===== src/rtl/rv_decode_pkg.sv =====
// Shared decode constants for the RV32 decode stage: opcodes, function
// fields, one-hot flag bit positions and controller state encodings.
package rv_decode_pkg;

    localparam int unsigned FLAG_W = 13;

    localparam int unsigned FLAG_ADD   = 0;
    localparam int unsigned FLAG_XOR   = 1;
    localparam int unsigned FLAG_SLT   = 2;
    localparam int unsigned FLAG_AUIPC = 3;
    localparam int unsigned FLAG_LUI   = 4;
    localparam int unsigned FLAG_ADDI  = 5;
    localparam int unsigned FLAG_LW    = 6;
    localparam int unsigned FLAG_ANDI  = 7;
    localparam int unsigned FLAG_SRAI  = 8;
    localparam int unsigned FLAG_BEQ   = 9;
    localparam int unsigned FLAG_JAL   = 10;
    localparam int unsigned FLAG_SW    = 11;
    localparam int unsigned FLAG_ABSV  = 12;

    localparam logic [6:0] OPC_OP     = 7'b0110011;
    localparam logic [6:0] OPC_OPIMM  = 7'b0010011;
    localparam logic [6:0] OPC_AUIPC  = 7'b0010111;
    localparam logic [6:0] OPC_LUI    = 7'b0110111;
    localparam logic [6:0] OPC_JAL    = 7'b1101111;
    localparam logic [6:0] OPC_LOAD   = 7'b0000011;
    localparam logic [6:0] OPC_STORE  = 7'b0100011;
    localparam logic [6:0] OPC_BRANCH = 7'b1100011;

    localparam logic [2:0] F3_ADD  = 3'b000;
    localparam logic [2:0] F3_SLT  = 3'b010;
    localparam logic [2:0] F3_XOR  = 3'b100;
    localparam logic [2:0] F3_SR   = 3'b101;
    localparam logic [2:0] F3_AND  = 3'b111;
    localparam logic [2:0] F3_WORD = 3'b010;
    localparam logic [2:0] F3_BEQ  = 3'b000;

    localparam logic [6:0] F7_ZERO = 7'b0000000;
    localparam logic [6:0] F7_SRA  = 7'b0100000;

    localparam logic [1:0] ST_EMPTY  = 2'd0;
    localparam logic [1:0] ST_FULL   = 2'd1;
    localparam logic [1:0] ST_BUBBLE = 2'd2;

endpackage


===== src/rtl/insn_flag_decoder.sv =====
// Combinational RV32 subset decoder: one-hot flags, illegal marker,
// register-field extraction and source-operand usage.
module insn_flag_decoder
    import rv_decode_pkg::*;
#(
    parameter logic [6:0] ABSV_OPCODE = 7'b0001011
) (
    input  logic [31:0]       instr,
    output logic [FLAG_W-1:0] flags,
    output logic              illegal,
    output logic              uses_rs1,
    output logic              uses_rs2,
    output logic [4:0]        rs1,
    output logic [4:0]        rs2,
    output logic [4:0]        rd
);

    logic [6:0] opc;
    logic [2:0] f3;
    logic [6:0] f7;

    // Field split and flag decode of the presented instruction
    always_comb begin
        opc   = instr[6:0];
        f3    = instr[14:12];
        f7    = instr[31:25];
        rs1   = instr[19:15];
        rs2   = instr[24:20];
        rd    = instr[11:7];
        flags = '0;
        case (opc)
            OPC_OP: begin
                if (f7 == F7_ZERO) begin
                    case (f3)
                        F3_ADD:  flags[FLAG_ADD] = 1'b1;
                        F3_XOR:  flags[FLAG_XOR] = 1'b1;
                        F3_SLT:  flags[FLAG_SLT] = 1'b1;
                        default: ;
                    endcase
                end
            end
            OPC_AUIPC: flags[FLAG_AUIPC] = 1'b1;
            OPC_LUI:   flags[FLAG_LUI]   = 1'b1;
            OPC_JAL:   flags[FLAG_JAL]   = 1'b1;
            OPC_OPIMM: begin
                case (f3)
                    F3_ADD:  flags[FLAG_ADDI] = 1'b1;
                    F3_AND:  flags[FLAG_ANDI] = 1'b1;
                    F3_SR:   flags[FLAG_SRAI] = (f7 == F7_SRA);
                    default: ;
                endcase
            end
            OPC_LOAD:   flags[FLAG_LW]  = (f3 == F3_WORD);
            OPC_STORE:  flags[FLAG_SW]  = (f3 == F3_WORD);
            OPC_BRANCH: flags[FLAG_BEQ] = (f3 == F3_BEQ);
            default: ;
        endcase
        // ABSV opcode is a parameter, so it is matched outside the case
        if (opc == ABSV_OPCODE && f3 == 3'b000 && f7 == F7_ZERO) begin
            flags[FLAG_ABSV] = 1'b1;
        end
        illegal  = (flags == '0);
        uses_rs1 = !illegal && !flags[FLAG_LUI] && !flags[FLAG_AUIPC] && !flags[FLAG_JAL];
        uses_rs2 = flags[FLAG_ADD] | flags[FLAG_XOR] | flags[FLAG_SLT]
                 | flags[FLAG_BEQ] | flags[FLAG_SW];
    end

endmodule


===== src/rtl/decode_stage_ctrl.sv =====
// Decode-stage controller: one-entry IF/ID register, EX issue handshake,
// single-cycle load-use bubble insertion and flush handling.
module decode_stage_ctrl
    import rv_decode_pkg::*;
#(
    parameter int unsigned CNT_W       = 16,
    parameter logic [6:0]  ABSV_OPCODE = 7'b0001011
) (
    input  logic              clk,
    input  logic              rst_n,
    input  logic              if_valid,
    input  logic [31:0]       if_instr,
    output logic              if_ready,
    input  logic              flush,
    input  logic              ex_ready,
    output logic              id_valid,
    output logic [31:0]       id_instr,
    output logic [FLAG_W-1:0] id_flags,
    output logic              id_illegal,
    output logic [CNT_W-1:0]  bubble_cnt
);

    logic [1:0]        state_q, state_d;
    logic [31:0]       id_instr_q, id_instr_d;
    logic [FLAG_W-1:0] id_flags_q, id_flags_d;
    logic              id_illegal_q, id_illegal_d;
    logic [4:0]        id_rd_q, id_rd_d;
    logic              ex_lw_q, ex_lw_d;
    logic [4:0]        ex_rd_q, ex_rd_d;
    logic [CNT_W-1:0]  bubble_cnt_q, bubble_cnt_d;

    logic [FLAG_W-1:0] dec_flags;
    logic              dec_illegal, dec_uses_rs1, dec_uses_rs2;
    logic [4:0]        dec_rs1, dec_rs2, dec_rd;
    logic              capture, issue, haz;

    insn_flag_decoder #(
        .ABSV_OPCODE(ABSV_OPCODE)
    ) u_dec (
        .instr    (if_instr),
        .flags    (dec_flags),
        .illegal  (dec_illegal),
        .uses_rs1 (dec_uses_rs1),
        .uses_rs2 (dec_uses_rs2),
        .rs1      (dec_rs1),
        .rs2      (dec_rs2),
        .rd       (dec_rd)
    );

    // Handshake, ex-tracking update, hazard check and next-state logic
    always_comb begin
        id_valid = (state_q == ST_FULL);
        if_ready = !flush && ((state_q == ST_EMPTY) || ((state_q == ST_FULL) && ex_ready));
        capture  = if_valid && if_ready;
        issue    = id_valid && ex_ready && !flush;

        ex_lw_d = ex_lw_q;
        ex_rd_d = ex_rd_q;
        if (flush || (state_q == ST_BUBBLE)) begin
            ex_lw_d = 1'b0;
            ex_rd_d = '0;
        end else if (issue) begin
            ex_lw_d = id_flags_q[FLAG_LW];
            ex_rd_d = id_rd_q;
        end

        // Hazard compares against the tracking value this cycle's issue produces
        haz = ex_lw_d && (ex_rd_d != '0)
           && ((dec_uses_rs1 && (dec_rs1 == ex_rd_d)) || (dec_uses_rs2 && (dec_rs2 == ex_rd_d)));

        id_instr_d   = id_instr_q;
        id_flags_d   = id_flags_q;
        id_illegal_d = id_illegal_q;
        id_rd_d      = id_rd_q;
        if (capture) begin
            id_instr_d   = if_instr;
            id_flags_d   = dec_flags;
            id_illegal_d = dec_illegal;
            id_rd_d      = dec_rd;
        end

        bubble_cnt_d = bubble_cnt_q;
        if (capture && haz && (bubble_cnt_q != '1)) begin
            bubble_cnt_d = bubble_cnt_q + CNT_W'(1);
        end

        state_d = state_q;
        if (flush) begin
            state_d = ST_EMPTY;
        end else begin
            case (state_q)
                ST_EMPTY:  if (capture) state_d = haz ? ST_BUBBLE : ST_FULL;
                ST_FULL: begin
                    if (ex_ready) begin
                        if (capture) state_d = haz ? ST_BUBBLE : ST_FULL;
                        else         state_d = ST_EMPTY;
                    end
                end
                ST_BUBBLE: state_d = ST_FULL;
                default:   state_d = ST_EMPTY;
            endcase
        end

        id_instr   = id_instr_q;
        id_flags   = id_flags_q;
        id_illegal = id_illegal_q;
        bubble_cnt = bubble_cnt_q;
    end

    // State and pipeline register update
    always_ff @(posedge clk or negedge rst_n) begin
        if (!rst_n) begin
            state_q      <= ST_EMPTY;
            id_instr_q   <= '0;
            id_flags_q   <= '0;
            id_illegal_q <= 1'b0;
            id_rd_q      <= '0;
            ex_lw_q      <= 1'b0;
            ex_rd_q      <= '0;
            bubble_cnt_q <= '0;
        end else begin
            state_q      <= state_d;
            id_instr_q   <= id_instr_d;
            id_flags_q   <= id_flags_d;
            id_illegal_q <= id_illegal_d;
            id_rd_q      <= id_rd_d;
            ex_lw_q      <= ex_lw_d;
            ex_rd_q      <= ex_rd_d;
            bubble_cnt_q <= bubble_cnt_d;
        end
    end

endmodule


===== config.mk =====
export PLATFORM = sky130hd
export DESIGN_NAME = decode_stage_ctrl
export DESIGN_NICKNAME = d
export VERILOG_FILES = /design/src/rtl/rv_decode_pkg.sv /design/src/rtl/insn_flag_decoder.sv /design/src/rtl/decode_stage_ctrl.sv
export SDC_FILE = /design/constraint.sdc
export NUM_CORES = 1
export LEC_CHECK = 0
export BUFFER_PORTS_ARGS = -buffer_cell sky130_fd_sc_hd__buf_2
export CELL_PAD_IN_SITES_DETAIL_PLACEMENT = 1
export CELL_PAD_IN_SITES_GLOBAL_PLACEMENT = 1
export CORE_AREA = 3 3 98 100
export DETAILED_ROUTE_END_ITERATION = 12
export DIE_AREA = 0 0 101 103
export GPL_TIMING_DRIVEN = 1
export PLACE_DENSITY = 0.89
export SYNTH_ARGS = -nofsm -noshare
export SYNTH_HDL_FRONTEND = slang
export SYNTH_SLANG_ARGS = --single-unit

===== constraint.sdc =====
create_clock -name clk -period 3.3 [get_ports clk]
set_clock_uncertainty 0.15 [all_clocks]
set_input_delay 0.165 -clock clk [delete_from_list [all_inputs] [get_ports clk]]
set_output_delay 0.165 -clock clk [all_outputs]
set_load 0.01 [all_outputs]

==> results by group <==
Routing
  • Detailed-route vias per instance: 5.58
  • Avg WL per Cell: 19.4 microns
  • First-pass detailed-route iteration total: 4
  • Number of vias after detailed routing: 3146
  • Final routed wirelength across all metal layers: 11.0 mm
  • Number of DRC violations after detailed-routing iteration 0: 155
  • Antenna Violating Nets Remaining: 0
  • Remaining DRCs: 0

Clocking
  • Number of levels in the clock H-tree: 3
  • Clock transition at path regs: around 0.080 ns
  • Clock sink count: 70
  • Cell at the root of the clock tree: clkbuf_8
  • Clock buffer count from CTS: 9
  • TritonCTS clock tree: yes
  • Clock insertion delay at the later pin of the skew report: 0.35 ns
  • Clock Tree Buf Depth: 2

Pwr
  • Net switching power: a little under 600 uW
  • Flop pwr share: 0.467
  • Net switching fraction of the power: 0.277
  • Int Pwr: about 1.5 mW
  • Proportion of power drawn by the clock network: 0.361
  • Worst ir drop on vdd: 334 uV
  • Pwr dens: 453 nW/um^2
  • Overall power after layout: 2.09 mW
  • Proportion of power drawn by combinational gates: 0.172
  • Total leakage power: 2.16 nW

Global routing
  • Antenna violations before repair: 0
  • Global-route congestion overflow total: 0
  • Largest net degree at the start of global routing: 71
  • GRT Util Overall: 0.215
  • First-pass GRT wire length: ~17 mm
  • Via count of the first global-routing pass: ~3.3k

Layout
  • Area of all placed cells without fillers: around 4600 sq um
  • Nets@finish: 489
  • Number of fill cells: about 990
  • Share of final-layout standard cells stronger than drive strength 1: 0.368
  • Post-layout instance count excluding filler cells: between 500 and 600
  • Reg area: ~1800 sq um
  • Footprint of the multi-input gates: 1650 sq um
  • Area added between synthesis and finish: 32.2%
  • Diode insertion count for antenna repair: 0

Critical path
  • Arrival time worst endpoint: between 3 and 4 ns
  • Critical path fanouts, max: 4
  • Worst-path cell chain: dlygate4sd3_1, buf_2, nor4_1, buf_4, nand4_1, o22a_1, o2111a_1, or3_4, a211oi_2, nand4_1, mux2_1
  • Critical-path top delay cell: dlygate4sd3_1
  • Crit path largest cell delay: 0.55 ns
  • Required time reported for the critical path endpoint: around 3.4 ns
  • Category of the critical setup timing path: input pin to flip-flop
  • Endpoint type of the worst setup path: flip-flop
  • Startpoint class of the critical path: input pin
  • Dominant cell type by count on the critical path: nand4_1

Synthesis
  • Number of cells produced by synthesis: 321
  • Simple-gate share of the synthesized area: 0.196
  • EDFF count, synth: 0
  • Yosys warns: 0
  • Multiplexer area fraction after synthesis: 0.109
  • Compound-gate portion of the synthesized area: 0.124
  • Flip-flop and latch count after synthesis: 70
  • Fraction of the yosys area taken by sequential cells: 0.502
  • Combinational family with the most area after synthesis: simple AND/OR/NAND/NOR gates
  • Async S/R FF share, synth: 1.00
  • Syn avg cell area: 10.9 sq um
  • Most instantiated flip-flop cell in the synthesis netlist: dfrtp_1
  • Post-Syn Area: 3490 sq um
  • Net count after synthesis: 359
  • Adder and majority cell fraction of the synthesized area: 0.00358
  • Number of distinct library cell variants in the gate-level netlist after synthesis: 61
  • Area share of xor/xnor cells in the synthesized design: 0.0376

Place
  • Detailed placer's ending HPWL: 7.59 mm
  • Global placement routability congestion: about 0.86
  • Placed inst area: 4100 sq um
  • # placed instances: between 500 and 600
  • Count of input and output buffers: 100

Timing
  • Total setup violations reported at the end of the flow: 0
  • Maximum frequency from static timing analysis: 311 MHz
  • Number of max-slew violations in the final report: 0
  • Share of the cycle needed by the critical path after routing: 0.975
  • Number of endpoints with negative hold slack in the final report: 0
  • Post-layout min period: approximately 3.2 ns
  • Worst-margin pin slew: 0.926 ns
  • Relative slew slack: 0.383

Floorplan
  • Horizontal die dimension: 101 microns
  • Vertical extent of the die: 103 microns
  • Placeable core region: 8760 sq um
  • Die area: 10400 sq um
  • Count of boundary I/O pins: 101
  • Starting density of the core: 0.398
  • Standard-cell row count: 34

Run status
  • Run status: completed

Run
  • Max-cap violations: 0

Min path
  • Worst Hold Class: input pin to flip-flop
## final cells by class
class                           count  share of cell area
Clock buffer                       12              0.0358
Clock inverter                      4              0.0114
Inverter                            7             0.00569
Multi-Input combinational cell    228               0.358
Sequential cell                    70               0.380
Tap cell                          108              0.0293
Timing Repair Buffer              135               0.180
## cell usage after synthesis, types with 2 or more instances
master | number | area share
o21ai_0 | 9 | 0.013
and4b_1 | 4 | 0.011
nand2b_1 | 4 | 0.0072
a221o_1 | 2 | 0.0057
a211oi_1 | 3 | 0.0065
or3_1 | 2 | 0.0036
a31oi_1 | 2 | 0.0036
clkbuf_1 | 8 | 0.0086
mux2i_1 | 2 | 0.0057
buf_4 | 2 | 0.0043
and4_1 | 2 | 0.0050
a21o_1 | 3 | 0.0065
a22oi_1 | 3 | 0.0065
and2_1 | 3 | 0.0054
nand2_1 | 33 | 0.035
a22o_1 | 4 | 0.010
nor2b_1 | 3 | 0.0054
nor3_1 | 9 | 0.013
nand4b_1 | 2 | 0.0050
nor2_1 | 19 | 0.020
buf_1 | 3 | 0.0032
inv_1 | 7 | 0.0075
xor2_1 | 2 | 0.0050
and3_1 | 10 | 0.018
xnor2_1 | 13 | 0.033
nand4_1 | 12 | 0.022
o31ai_1 | 5 | 0.011
mux2_2 | 31 | 0.10
a21oi_2 | 2 | 0.0050
nand3_1 | 9 | 0.013
a211oi_2 | 3 | 0.011
a32oi_1 | 2 | 0.0050
dfrtp_1 | 70 | 0.50
nor4bb_1 | 2 | 0.0057
buf_2 | 2 | 0.0029
nor4_1 | 4 | 0.0072
## registers in the layout (all words and copies together), names as in the netlist
| signal | flops |
|---|---|
| ex_rd_q | 5 |
| id_instr | 32 |
| bubble_cnt | 16 |
| id_illegal | 1 |
| id_flags | 13 |
| ex_lw_q | 1 |
| state_q | 2 |
## final timing paths
check,start,end,slack (ns),cells past startpoint
setup / recovery,if_instr[26],bubble_cnt[14],0.08,11
max in group asynchronous,rst_n,state_q[1],1.94,3
hold reg to reg,id_instr[5],id_instr[5],0.33,2
hold / removal,if_instr[13],id_flags[2],0.02,3
setup reg to reg,state_q[0],bubble_cnt[14],0.15,8
min in group asynchronous,rst_n,bubble_cnt[9],0.42,3
## power groups by stage
stage                     combinational [mW]  sequential (mW)  clock (mW)
after floorplan                        0.139             1.02           0
after detailed placement               0.334            0.991           0
after CTS                              0.361            0.974       0.771
final                                  0.359            0.975       0.754
after global routing                   0.390            0.984       0.813
after global placement                 0.322            0.984           0
## repair_timing
action	CTS	global route
setup endpoints to repair	0	10
buffers inserted	0	2
hold buffers	27	0
endpoints found under the hold margin	97	0
gates resized for setup	0	2
## per-layer routing
metal | routed length, microns | vias up | GRT usage
li1 | - | 1455 | -
met1 | 4760 | 1581 | 0.283
met2 | 5510 | 97 | 0.363
met3 | 547 | 13 | 0.0440
met4 | 134 | 0 | 0.0583
met5 | 0 | - | 0
## through the flow
step	hold slack (ns)	setup slack [ns]	util	TNS, ns
after CTS	0.00202	0.121	0.524	0
after global routing	0.0290	-0.0194	0.527	-0.0194
after detailed placement	0.254	0.160	0.468	0
after global placement	0.252	0.287	0.468	0
final	0.0199	0.0831	0.527	0
after floorplan	-0.281	0.590	-	0
## placed cells by master, fill, tap and decap left out, drive strengths merged, types with 6 or more instances in the layout
| cell type | netlist | layout |
|---|---|---|
| and3 | 10 | 10 |
| clkbuf | 9 | 12 |
| dlygate4sd3 | 0 | 27 |
| mux2 | 32 | 32 |
| buf | 7 | 108 |
| o21ai | 9 | 9 |
| nand4 | 12 | 12 |
| nand3 | 9 | 9 |
| dfrtp | 70 | 70 |
| nor2 | 19 | 19 |
| nand2 | 33 | 33 |
| nor3 | 9 | 9 |
| a211oi | 6 | 6 |
| xnor2 | 13 | 13 |
| inv | 7 | 8 |
## cells by family (layout without fill, tap and decap cells)
logic type      count (synthesis)  in the layout
mux                            34             34
buf+inv                        23            158
fa+ha+maj                       1              1
xor+xnor                       15             15
flops                          70             70
simple gates                  126            126
compound gates                 52             52
## critical path: cells and delay by family
family	cells	cell delay (ns)
and+or+nand+nor	4	1.09
muxes	1	0.32
buffers and inverters	3	0.86
AOI/OAI and AO/OA	3	0.86
Power figures use the tool's default switching activity.
